$ cat src/rtl/mem_port_arbiter.sv
// Two-master arbiter sharing one single-port memory between instruction fetch and data.
// Only one transaction is outstanding at a time. Data wins by default; after four back-to-back data grants, a waiting fetch wins.
module mem_port_arbiter (
  input  logic        clk,
  input  logic        reset_n,
  input  logic        if_req,
  input  logic [31:0] if_addr,
  output logic        if_gnt,
  output logic        if_rvalid,
  output logic [31:0] if_rdata,
  input  logic        d_req,
  input  logic        d_we,
  input  logic [3:0]  d_be,
  input  logic [31:0] d_addr,
  input  logic [31:0] d_wdata,
  output logic        d_gnt,
  output logic        d_rvalid,
  output logic [31:0] d_rdata,
  output logic        mem_req,
  output logic        mem_we,
  output logic [3:0]  mem_be,
  output logic [31:0] mem_addr,
  output logic [31:0] mem_wdata,
  input  logic        mem_ready,
  input  logic [31:0] mem_rdata
);

  typedef enum logic [1:0] {
    IDLE    = 2'd0,
    IF_XFER = 2'd1,
    D_XFER  = 2'd2
  } state_t;

  localparam logic [2:0] STARVE_LIMIT = 3'd4;

  state_t     state;
  state_t     state_next;
  logic [2:0] starve_cnt;
  logic [2:0] starve_next;
  logic       arb_en;
  logic       complete;
  logic       pick_fetch;
  logic       pick_data;

  // Arbitration happens in IDLE or on the edge that completes the current transfer.
  // mem_ready is meaningless in IDLE, so it can only complete a transfer while one is active.
  always_comb begin
    // NOTE: every signal gets a default first, so no path leaves it unassigned and no latch is inferred.
    state_next  = state;
    starve_next = starve_cnt;
    complete    = (state != IDLE) && mem_ready;
    arb_en      = (state == IDLE) || mem_ready;
    pick_fetch  = arb_en && if_req && (!d_req || (starve_cnt == STARVE_LIMIT));
    pick_data   = arb_en && d_req && !pick_fetch;

    if (arb_en) begin
      if (pick_fetch)     state_next = IF_XFER;
      else if (pick_data) state_next = D_XFER;
      else                state_next = IDLE;
    end

    if (!if_req || pick_fetch)
      starve_next = '0;
    else if (pick_data && (starve_cnt != STARVE_LIMIT))
      starve_next = starve_cnt + 3'd1;
  end

  always_ff @(posedge clk) begin
    // NOTE: state is updated with non-blocking assignments, so every flop samples values from before the edge.
    if (!reset_n) begin
      state      <= IDLE;
      starve_cnt <= '0;
    end else begin
      state      <= state_next;
      starve_cnt <= starve_next;
    end
  end

  // Every output is registered. gnt pulses in the first XFER cycle; rvalid pulses the cycle after mem_ready.
  always_ff @(posedge clk) begin
    if (!reset_n) begin
      if_gnt    <= 1'b0;
      if_rvalid <= 1'b0;
      if_rdata  <= '0;
      d_gnt     <= 1'b0;
      d_rvalid  <= 1'b0;
      d_rdata   <= '0;
      mem_req   <= 1'b0;
      mem_we    <= 1'b0;
      mem_be    <= '0;
      mem_addr  <= '0;
      mem_wdata <= '0;
    end else begin
      if_gnt    <= pick_fetch;
      d_gnt     <= pick_data;
      if_rvalid <= complete && (state == IF_XFER);
      d_rvalid  <= complete && (state == D_XFER);

      if (complete && (state == IF_XFER)) if_rdata <= mem_rdata;
      if (complete && (state == D_XFER))  d_rdata  <= mem_rdata;

      if (pick_fetch) begin
        mem_req   <= 1'b1;
        mem_we    <= 1'b0;
        mem_be    <= 4'hF;
        mem_addr  <= if_addr;
        mem_wdata <= '0;
      end else if (pick_data) begin
        mem_req   <= 1'b1;
        mem_we    <= d_we;
        mem_be    <= d_be;
        mem_addr  <= d_addr;
        mem_wdata <= d_wdata;
      end else if (arb_en) begin
        mem_req   <= 1'b0;
        mem_we    <= 1'b0;
        mem_be    <= '0;
        mem_addr  <= '0;
        mem_wdata <= '0;
      end
    end
  end

endmodule

$ cat config.mk
export PLATFORM = sky130hd
export DESIGN_NAME = mem_port_arbiter
export DESIGN_NICKNAME = d
export VERILOG_FILES = /design/src/rtl/mem_port_arbiter.sv
export SDC_FILE = /design/constraint.sdc
export NUM_CORES = 1
export LEC_CHECK = 0
export ABC_CLOCK_PERIOD_IN_PS = 1510
export BUFFER_PORTS_ARGS = -buffer_cell sky130_fd_sc_hd__buf_2
export CAP_MARGIN = 20
export CORE_UTILIZATION = 46
export CTS_BUF_LIST = sky130_fd_sc_hd__clkbuf_4 sky130_fd_sc_hd__clkbuf_8 sky130_fd_sc_hd__clkbuf_16
export CTS_CLUSTER_DIAMETER = 100
export DETAILED_ROUTE_END_ITERATION = 10
export PLACE_DENSITY_LB_ADDON = 0.3
export SLEW_MARGIN = 20
export SYNTH_ARGS = -nofsm -noshare
export SYNTH_HDL_FRONTEND = slang
export SYNTH_SLANG_ARGS = --single-unit
$ cat constraint.sdc
create_clock -name clk -period 1.51 [get_ports clk]
set_input_delay 0.0755 -clock clk [delete_from_list [all_inputs] [get_ports clk]]
set_output_delay 0.0755 -clock clk [all_outputs]
set_load 0.01 [all_outputs]
After elaboration in Yosys (flattened, before gate mapping)
Index checks and enable logic that the tools add are counted.
{ "totals": {"reg_bits": 143, "inputBits": 138, "output_inout_bits": 138, "elab_cells": 52} }
{ "op_classes": {"add_sub_neg": 1, "eq_ne": 4, "mux": 13, "bitwise": 1, "n_reduce_logical": 20} }
{ "op_table": {"columns": ["cell", "count"], "rows": [
  ["32-bit two-way mux", 4],
  ["4-bit two-way mux", 3],
  ["1-bit logical AND", 8],
  ["1-bit two-way mux", 4],
  ["2-bit two-way mux", 2],
  ["2-bit nonzero test", 2],
  ["2-bit OR reduction", 2],
  ["3-bit by 1-bit adder with 3-bit output, second input constant", 1],
  ["3-bit == test, second input constant", 1],
  ["1-bit zero test", 3],
  ["1-bit logical OR", 3],
  ["3-bit inequality test, second input constant", 1],
  ["3-bit nonzero test", 1],
  ["2-bit by 1-bit == test with 1-bit output, second input constant", 1],
  ["2-bit == test, second input constant", 1],
  ["2-bit zero test", 1],
  ["1-bit NOT", 1]
]} }

Longest topological paths before layout
Gate-level depths: netlist of run 1.
{ "logic_depth": {"word_depth": 8, "mapped_depth": 7, "depth_no_buf": 5} }

Worst setup path after synthesis of run 1
No wires, ideal clock.
{ "synth_path": {"kind": "reg-to-reg", "startpoint": "register starve_cnt[0]", "endpoint": "register mem_addr[10]", "setup_time_ps": 119, "arrival_time_ps": 1245, "required_time_ps": 1391, "slack_ps": 145, "stages_incl_launch_ff": 8, "n_path_buf": 2, "synth_period_minus_slack_ps": 1365, "cell_sequence": "dfxtp_1 > inv_1 > ha_1 > a21bo_2 > buf_2 > buf_2 > nand3_1 > a21oi_1"} }
{ "synth_via": {"elab_chain_len": 7, "elab_cells_between_ends": 8, "cone_classes": "1 x eq/ne; 2 x mux; 5 x reduce/logical"} }
{ "synth_lines": {"columns": ["element", "line", "source"], "rows": [
  ["start: declaration", "38", "logic [2:0] starve_cnt;"],
  ["start signal: assignment", "75", "starve_cnt <= starve_next;"],
  ["3-bit == test *", "53", "pick_fetch = arb_en && if_req && (!d_req || (starve_cnt == STARVE_LIMIT));"],
  ["1-bit logical OR *", "53", null],
  ["1-bit logical AND *", "53", null],
  ["1-bit zero test", "54", "pick_data = arb_en && d_req && !pick_fetch;"],
  ["1-bit logical AND", "54", null],
  ["32-bit two-way mux", "108", "end else if (pick_data) begin"],
  ["32-bit two-way mux", "102", "if (pick_fetch) begin"],
  ["end signal: assignment", "106", "mem_addr <= if_addr;"],
  ["end signal: assignment", "112", "mem_addr <= d_addr;"],
  ["end: declaration", "22", "output logic [31:0] mem_addr,"]
]} }
Every way passes the cells marked *; elsewhere a longest branch is shown, timed or not.
A chain may end at the register's enable or synchronous reset.

Worst setup path in the final report of run 1
{ "layout_path": {"startpoint": "register starve_cnt[0]", "endpoint": "register mem_addr[8]"} }
The elaborated chain is that of the path after synthesis.

==> results of run 1 <==
## tightest hold or removal path: cells and delay by family
kind                   cells  cell delay (ps)
AO/OA/AOI/OAI              2              220
buffers and inverters      1               80
## flip-flops by register name, summed over array words and instances (netlist names), 2 cells and up
signal and flops:
starve_cnt 3, d_rdata 32, if_rdata 32, mem_wdata 32, mem_addr 32, mem_be 4
state 2
## worst max path at each step
stage | end | slack (ps)
after floorplan | mem_addr[10]$_SDFFE_PN0P_ | 150
after global placement | state[0]$_SDFFE_PN0N_ | 170
after detailed placement | state[0]$_SDFFE_PN0N_ | 110
after CTS | state[0]$_SDFFE_PN0N_ | 90
after global routing | mem_addr[8]$_SDFFE_PN0P_ | -20
final | mem_addr[8]$_SDFFE_PN0P_ | 70
## what timing repair did
action                                 4_1_cts  5_1_grt
resized for setup                            0        2
setup endpoints to repair                    0        3
buffers inserted                             0        0
hold buffers                               129        0
endpoints found under the hold margin      133        0
## where the power goes
| group | leakage, nW | total, mW | switching, mW | internal [mW] |
|---|---|---|---|---|
| Sequential | 1.17 | 4.06 | 0.0953 | 3.96 |
| Clock | 0.273 | 3.82 | 1.48 | 2.34 |
| Combinational | 2.65 | 1.44 | 0.707 | 0.738 |
## stage by stage
stage | power (mW) | instance area (um2) | utilization | setup slack, ps
finish | 9.33 | 9200 | 0.759 | 66.6
detailed placement | 5.26 | 7360 | 0.608 | 107
CTS | 9.33 | 9190 | 0.759 | 90.0
global route | 9.68 | 9200 | 0.759 | -21.7
floorplan | 4.71 | 5750 | - | 145
global placement | 5.25 | 7360 | 0.608 | 170
## metal layers
layer,vias up,share of wire,track usage
li1,3122,-,-
met1,3073,0.38,0.343
met2,420,0.49,0.517
met3,94,0.082,0.0802
met4,0,0.049,0.194
met5,-,0,0
## layout by cell type (no fill, tap or decap), drive strengths merged, types with 2 or more instances in the layout
cell / synthesis / routed
a21boi: 99 / 99
a21oi: 43 / 43
a31oi: 32 / 32
and2: 2 / 2
and3b: 2 / 2
buf: 43 / 299
clkbuf: 25 / 22
clkinv: 0 / 6
dfxtp: 143 / 143
dlygate4sd3: 0 / 129
ha: 2 / 2
inv: 3 / 3
nand2: 167 / 167
nand3: 36 / 36
nand3b: 2 / 2
nand4: 33 / 33
nor2: 3 / 3
nor3b: 2 / 2
o21ai: 37 / 37
## layout make-up
cell class / instances / share of cell area
well taps: 168 / 0.0229
clock inverters: 8 / 0.00735
inverters: 3 / 0.00122
multi-input cells: 468 / 0.276
repair buffers: 428 / 0.330
flip-flops and latches: 143 / 0.311
clock buffers: 22 / 0.0510
## cells by family (layout without fill, tap and decap cells)
logic type / Yosys count / count (layout) / share of synthesized area
DFF: 143 / 143 / 0.498
and+or+nand+nor: 251 / 251 / 0.194
AOI/OAI and AO/OA: 215 / 215 / 0.241
buffers and inverters: 71 / 461 / 0.0631
adders and majority gates: 2 / 2 / 0.00435
==> summary.md, run 1 <==
| Metric | Value |
|---|---|
| Bufs on Longest Clock Path | `2` |
| Max FO, Critical Path | `15` |
| P_leak | `4.09 nW` |
| CP arrival | `1730 ps` |
| Fmax | `693 MHz` |
| PD cells | `1010 nW/um2` |
| Post-route insts no fill | `1,240` |
| Syn Nets | `822` |
| Total clock buffers created by CTS | `17` |
| Worst Tran Pin Value | `445 ps` |
| Worst hold endpoint | `mem_addr[30]$_SDFFE_PN0P_` |
| Reg2Reg Capture Point | `mem_addr[8]$_SDFFE_PN0P_` |
| Global-route wire length before repair | `31.4 mm` |
| GPL Wtd Cong | `0.816` |
| Area grow syn2layout | `59.9%` |
| Skew-Pair Late Insertion Delay | `410 ps` |
| Main synth FF type | `dfxtp_1` |
| Dominant cell type by area after synthesis | `dfxtp_1` |
| Vias in the first global route | `6,492` |
| CP endpoint kind | `flop` |
| Worst hold slack | `12.6 ps` |
| Asr flop ratio synth | `0` |
| Critical-path cell list | `inv_1, ha_1, a21bo_2, buf_12, nand3_1, a21oi_1` |
| Unrepaired setup endpoints after global routing | `true` |
| Fin Setup TNS | `0 ps` |
| Period minus WS final | `1440 ps` |
| Share of cells above drive strength 1 | `0.312` |
| Type of the worst setup path | `flop to flop` |
| N_diodes | `0` |
| GRT Overall Usage | `0.306` |
| Final worst-path cycle share | `0.956` |
| Syn avg cell area | `8.43 um2` |
| Clk sinks | `143` |
| Share of the synthesized area in the top cell type | `0.498` |
| CTS tree | `done` |
| Post-synth EDFFs | `0` |
| Worst path top cell family by delay | `compound AO/OA/AOI/OAI gates` |
| Flops & latches, synth | `143` |
| Clock transition at the registers of the reported paths | `60 ps` |
| Dpl cells | `1,081` |
| Slowest cell delay on critical path | `360 ps` |
| Status | `finished clean` |
| DR vias | `6,709` |
| Synthesized netlist cell count | `682` |
| Ys Warns | `0` |
| Multi-input gate area | `2540 um2` |
| Critical R2R Launch | `starve_cnt[0]$_SDFFE_PP0P_` |
| # rows | `40` |
| Top Ports | `276` |
| Seq. cell area | `2860 um2` |
| Setup crit start kind | `flop` |
| Clk_skew | `7.14 ps` |
| Post-Route WL | `19.9 mm` |
| Ranking of synthesized cells by area | `dfxtp_1 50%, nand2_1 11%, a21boi_1 6.9%, a21boi_0 6.0%, a21oi_1 3.7%` |
| Max IR drop VDD | `639 uV` |
| Hold Crit Start | `d_addr[30]` |
| Slew Viols, Final | `0` |
| Detail Placement HPWL | `11.2 mm` |
| Critical Path Stages | `6` |
| Most numerous cell in the Yosys netlist | `nand2_1` |
| Die area | `13,000 um2` |
| Max_cap viols | `0` |
| DRT iter0 DRCs | `724` |
| Mapped cell area | `5750 um2` |
| Avg Vias per Cell | `5.41` |
| Nets | `1,201` |
| Width of the chip | `114 um` |
| H-tree depth | `4` |
| Worst reg2reg path depth | `6` |
| Worst endpoint required time | `1800 ps` |
| HP Class | `primary input to flop` |
| Critical Path Slowest Stage Cell | `dfxtp_1` |
| Clk root buf | `clkbuf_16` |
| # DRC | `0` |
| Total grt overflow | `0` |
| Die H | `114 um` |
| Crit path from | `starve_cnt[0]$_SDFFE_PP0P_` |
| Largest net degree at the start of global routing | `43` |
| Initial antenna violation count | `0` |
| I/O Buffers | `275` |
| R2R Setup Slk | `70 ps` |
| Slew margin rel. | `0.703` |
| Sequential-to-total area share from yosys stat | `0.498` |
| Final antenna-violating net count | `0` |
| Hold Crit Depth | `3` |
| Setup violators final | `0` |
| Cell variety after synth | `31` |
| Worst path buffer plus inverter count | `2` |
| CORE AREA | `12,100 um2` |
| Commonest cells in the netlist | `167 x nand2_1, 143 x dfxtp_1, 53 x a21boi_1` |
| Pre-antenna DRT Iters | `5` |
| Starting Density | `0.475` |
| Filler Cell Count | `851` |
| Final hold violations | `0` |
| Routed WL per cell | `16.0 um` |
(Power assumes the default switching activity.)
==> run 2, diff against run 1 <==
--- a/config.mk
+++ b/config.mk
@@ -8,7 +8,9 @@
 export ABC_CLOCK_PERIOD_IN_PS = 1510
 export BUFFER_PORTS_ARGS = -buffer_cell sky130_fd_sc_hd__buf_2
 export CAP_MARGIN = 20
-export CORE_UTILIZATION = 46
+export CELL_PAD_IN_SITES_DETAIL_PLACEMENT = 0
+export CELL_PAD_IN_SITES_GLOBAL_PLACEMENT = 1
+export CORE_UTILIZATION = 33
 export CTS_BUF_LIST = sky130_fd_sc_hd__clkbuf_4 sky130_fd_sc_hd__clkbuf_8 sky130_fd_sc_hd__clkbuf_16
 export CTS_CLUSTER_DIAMETER = 100
 export DETAILED_ROUTE_END_ITERATION = 10
==> constraint.sdc (replaced) <==
create_clock -name clk -period 1.51 [get_ports clk]
set_input_delay 0.453 -clock clk [delete_from_list [all_inputs] [get_ports clk]]
set_output_delay 0.453 -clock clk [all_outputs]
set_load 0.01 [all_outputs]
==> run 2 against run 1 <==
Net effect: die area rose by 39%; sequential share of layout area up 4.5 points; critical path type unchanged; utilization down 28 points; largest power group is now the clock network; fmax is 6.0% higher; final area down 13%; worst setup slack improved by 81 ps.
==> summary.md, run 2 (synthesis gave the netlist of run 1 again) <==
| Metric | Value |
|---|---|
| Skew-Pair Late Insertion Delay | `420 ps` |
| Worst Tran Pin Value | `305 ps` |
| Setup violators final | `0` |
| Fin Setup TNS | `0 ps` |
| Final antenna-violating net count | `0` |
| Max FO, Critical Path | `19` |
| Clock transition at the registers of the reported paths | `60 ps` |
| Top Ports | `276` |
| Bufs on Longest Clock Path | `2` |
| CP endpoint kind | `flop` |
| Critical Path Slowest Stage Cell | `dfxtp_1` |
| Total grt overflow | `0` |
| Largest net degree at the start of global routing | `69` |
| Share of cells above drive strength 1 | `0.354` |
| Global-route wire length before repair | `27.9 mm` |
| Slew margin rel. | `0.797` |
| PD cells | `1160 nW/um2` |
| Die area | `18,000 um2` |
| Most common cell after layout, fill and taps aside | `buf_2` |
| Final hold violations | `0` |
| CORE AREA | `16,800 um2` |
| P_leak | `3.57 nW` |
| Dpl cells | `1,130` |
| Slew Viols, Final | `0` |
| Die H | `134 um` |
| Type of the worst setup path | `flop to flop` |
| Clk_skew | `8.13 ps` |
| WL met1 | `8.06 mm` |
| DR vias | `5,714` |
| I/O Buffers | `275` |
| Worst endpoint required time | `1810 ps` |
| Final Power | `9.35 mW` |
| Setup crit start kind | `flop` |
| Routed WL per cell | `15.3 um` |
| # rows | `47` |
| GPL Wtd Cong | `0.736` |
| Max_cap viols | `0` |
| Worst hold slack | `276 ps` |
| Vias in the first global route | `5,489` |
| Fmax | `734 MHz` |
| Slowest cell delay on critical path | `320 ps` |
| Met3 WL post-DR | `1.42 mm` |
| Post-Route WL | `17.8 mm` |
| CP arrival | `1670 ps` |
| Worst path top cell family by delay | `flip-flops` |
| GRT Overall Usage | `0.196` |
| Post-route insts no fill | `1,164` |
| Pre-antenna DRT Iters | `4` |
| Unrepaired setup endpoints after global routing | `false` |
| Most frequent cells in the layout | `274 x buf_2, 167 x nand2_1, 143 x dfxtp_1, 53 x a21boi_1, 46 x a21boi_0` |
| Clk root buf | `clkbuf_16` |
| Post-CTS Setup Bufs | `0` |
| PostCTS Resize Cnt | `0` |
| Worst path buffer plus inverter count | `2` |
| Starting Density | `0.342` |
| Width of the chip | `134 um` |
| Nets | `1,070` |
| H-tree depth | `4` |
| Total clock buffers created by CTS | `17` |
| Period minus WS final | `1360 ps` |
| CTS tree | `done` |
| Top sig layer | `met4` |
| Area grow syn2layout | `39.9%` |
| Clk sinks | `143` |
| Critical-path cell list | `inv_1, ha_2, nand3_4, clkbuf_16, a32oi_1, nor2b_1` |
| HP Class | `primary input to flop` |
| # DRC | `0` |
| Detail Placement HPWL | `11.7 mm` |
| Status | `finished clean` |
| Final worst-path cycle share | `0.902` |
| Max IR drop VDD | `835 uV` |
| Met2 wire len | `8.09 mm` |
| Avg Vias per Cell | `4.91` |
| DRT iter0 DRCs | `202` |
| # hold bufs at CTS | `0` |
| Initial antenna violation count | `2` |
## run 2: report_power, final
part           total [mW]  internal (mW)  switching (mW)
Combinational        1.13          0.516           0.618
Sequential           4.05           3.96          0.0870
Clock                4.17           2.56            1.61
## run 2: layer usage
layer,vias to the layer above,track usage
met5,-,0
li1,2862,-
met2,190,0.311
met3,18,0.0729
met1,2644,0.244
met4,0,0.0669
## run 2: worst register-to-register path, cell delays in order, from the launching register on
cell and delay [ps]:
dfxtp_1 320, inv_1 80, ha_2 230, nand3_4 140, clkbuf_16 230, a32oi_1 200, nor2b_1 70
## run 2: final timing paths
path / slack (ps) / cells after the start / to / start
hold reg to reg: 450 / 2 / mem_we$_SDFFE_PP0P_ / mem_we$_SDFFE_PP0P_
setup reg to reg: 150 / 6 / state[1]$_SDFFE_PN0N_ / starve_cnt[0]$_SDFFE_PP0P_
setup / recovery: 150 / 6 / state[1]$_SDFFE_PN0N_ / starve_cnt[0]$_SDFFE_PP0P_
hold / removal: 280 / 3 / mem_addr[11]$_SDFFE_PN0P_ / if_addr[11]
## run 2: final cells by class
cell class	instances	area [um2]
sequential	143	2860
fill	1751	8770
clock inverter	10	113
clock buffer	21	474
timing repair buffer	297	1760
tap	220	275
multi-input combinational	468	2540
inverter	3	11.3
antenna	2	5.00
## run 2: stage by stage
stage	setup slack [ps]	instance area, um2	utilization
finish	148	8050	0.478
floorplan	145	5750	-
global placement	70.9	7420	0.441
detailed placement	60.9	7420	0.441
CTS	110	8010	0.476
global route	29.0	8040	0.478
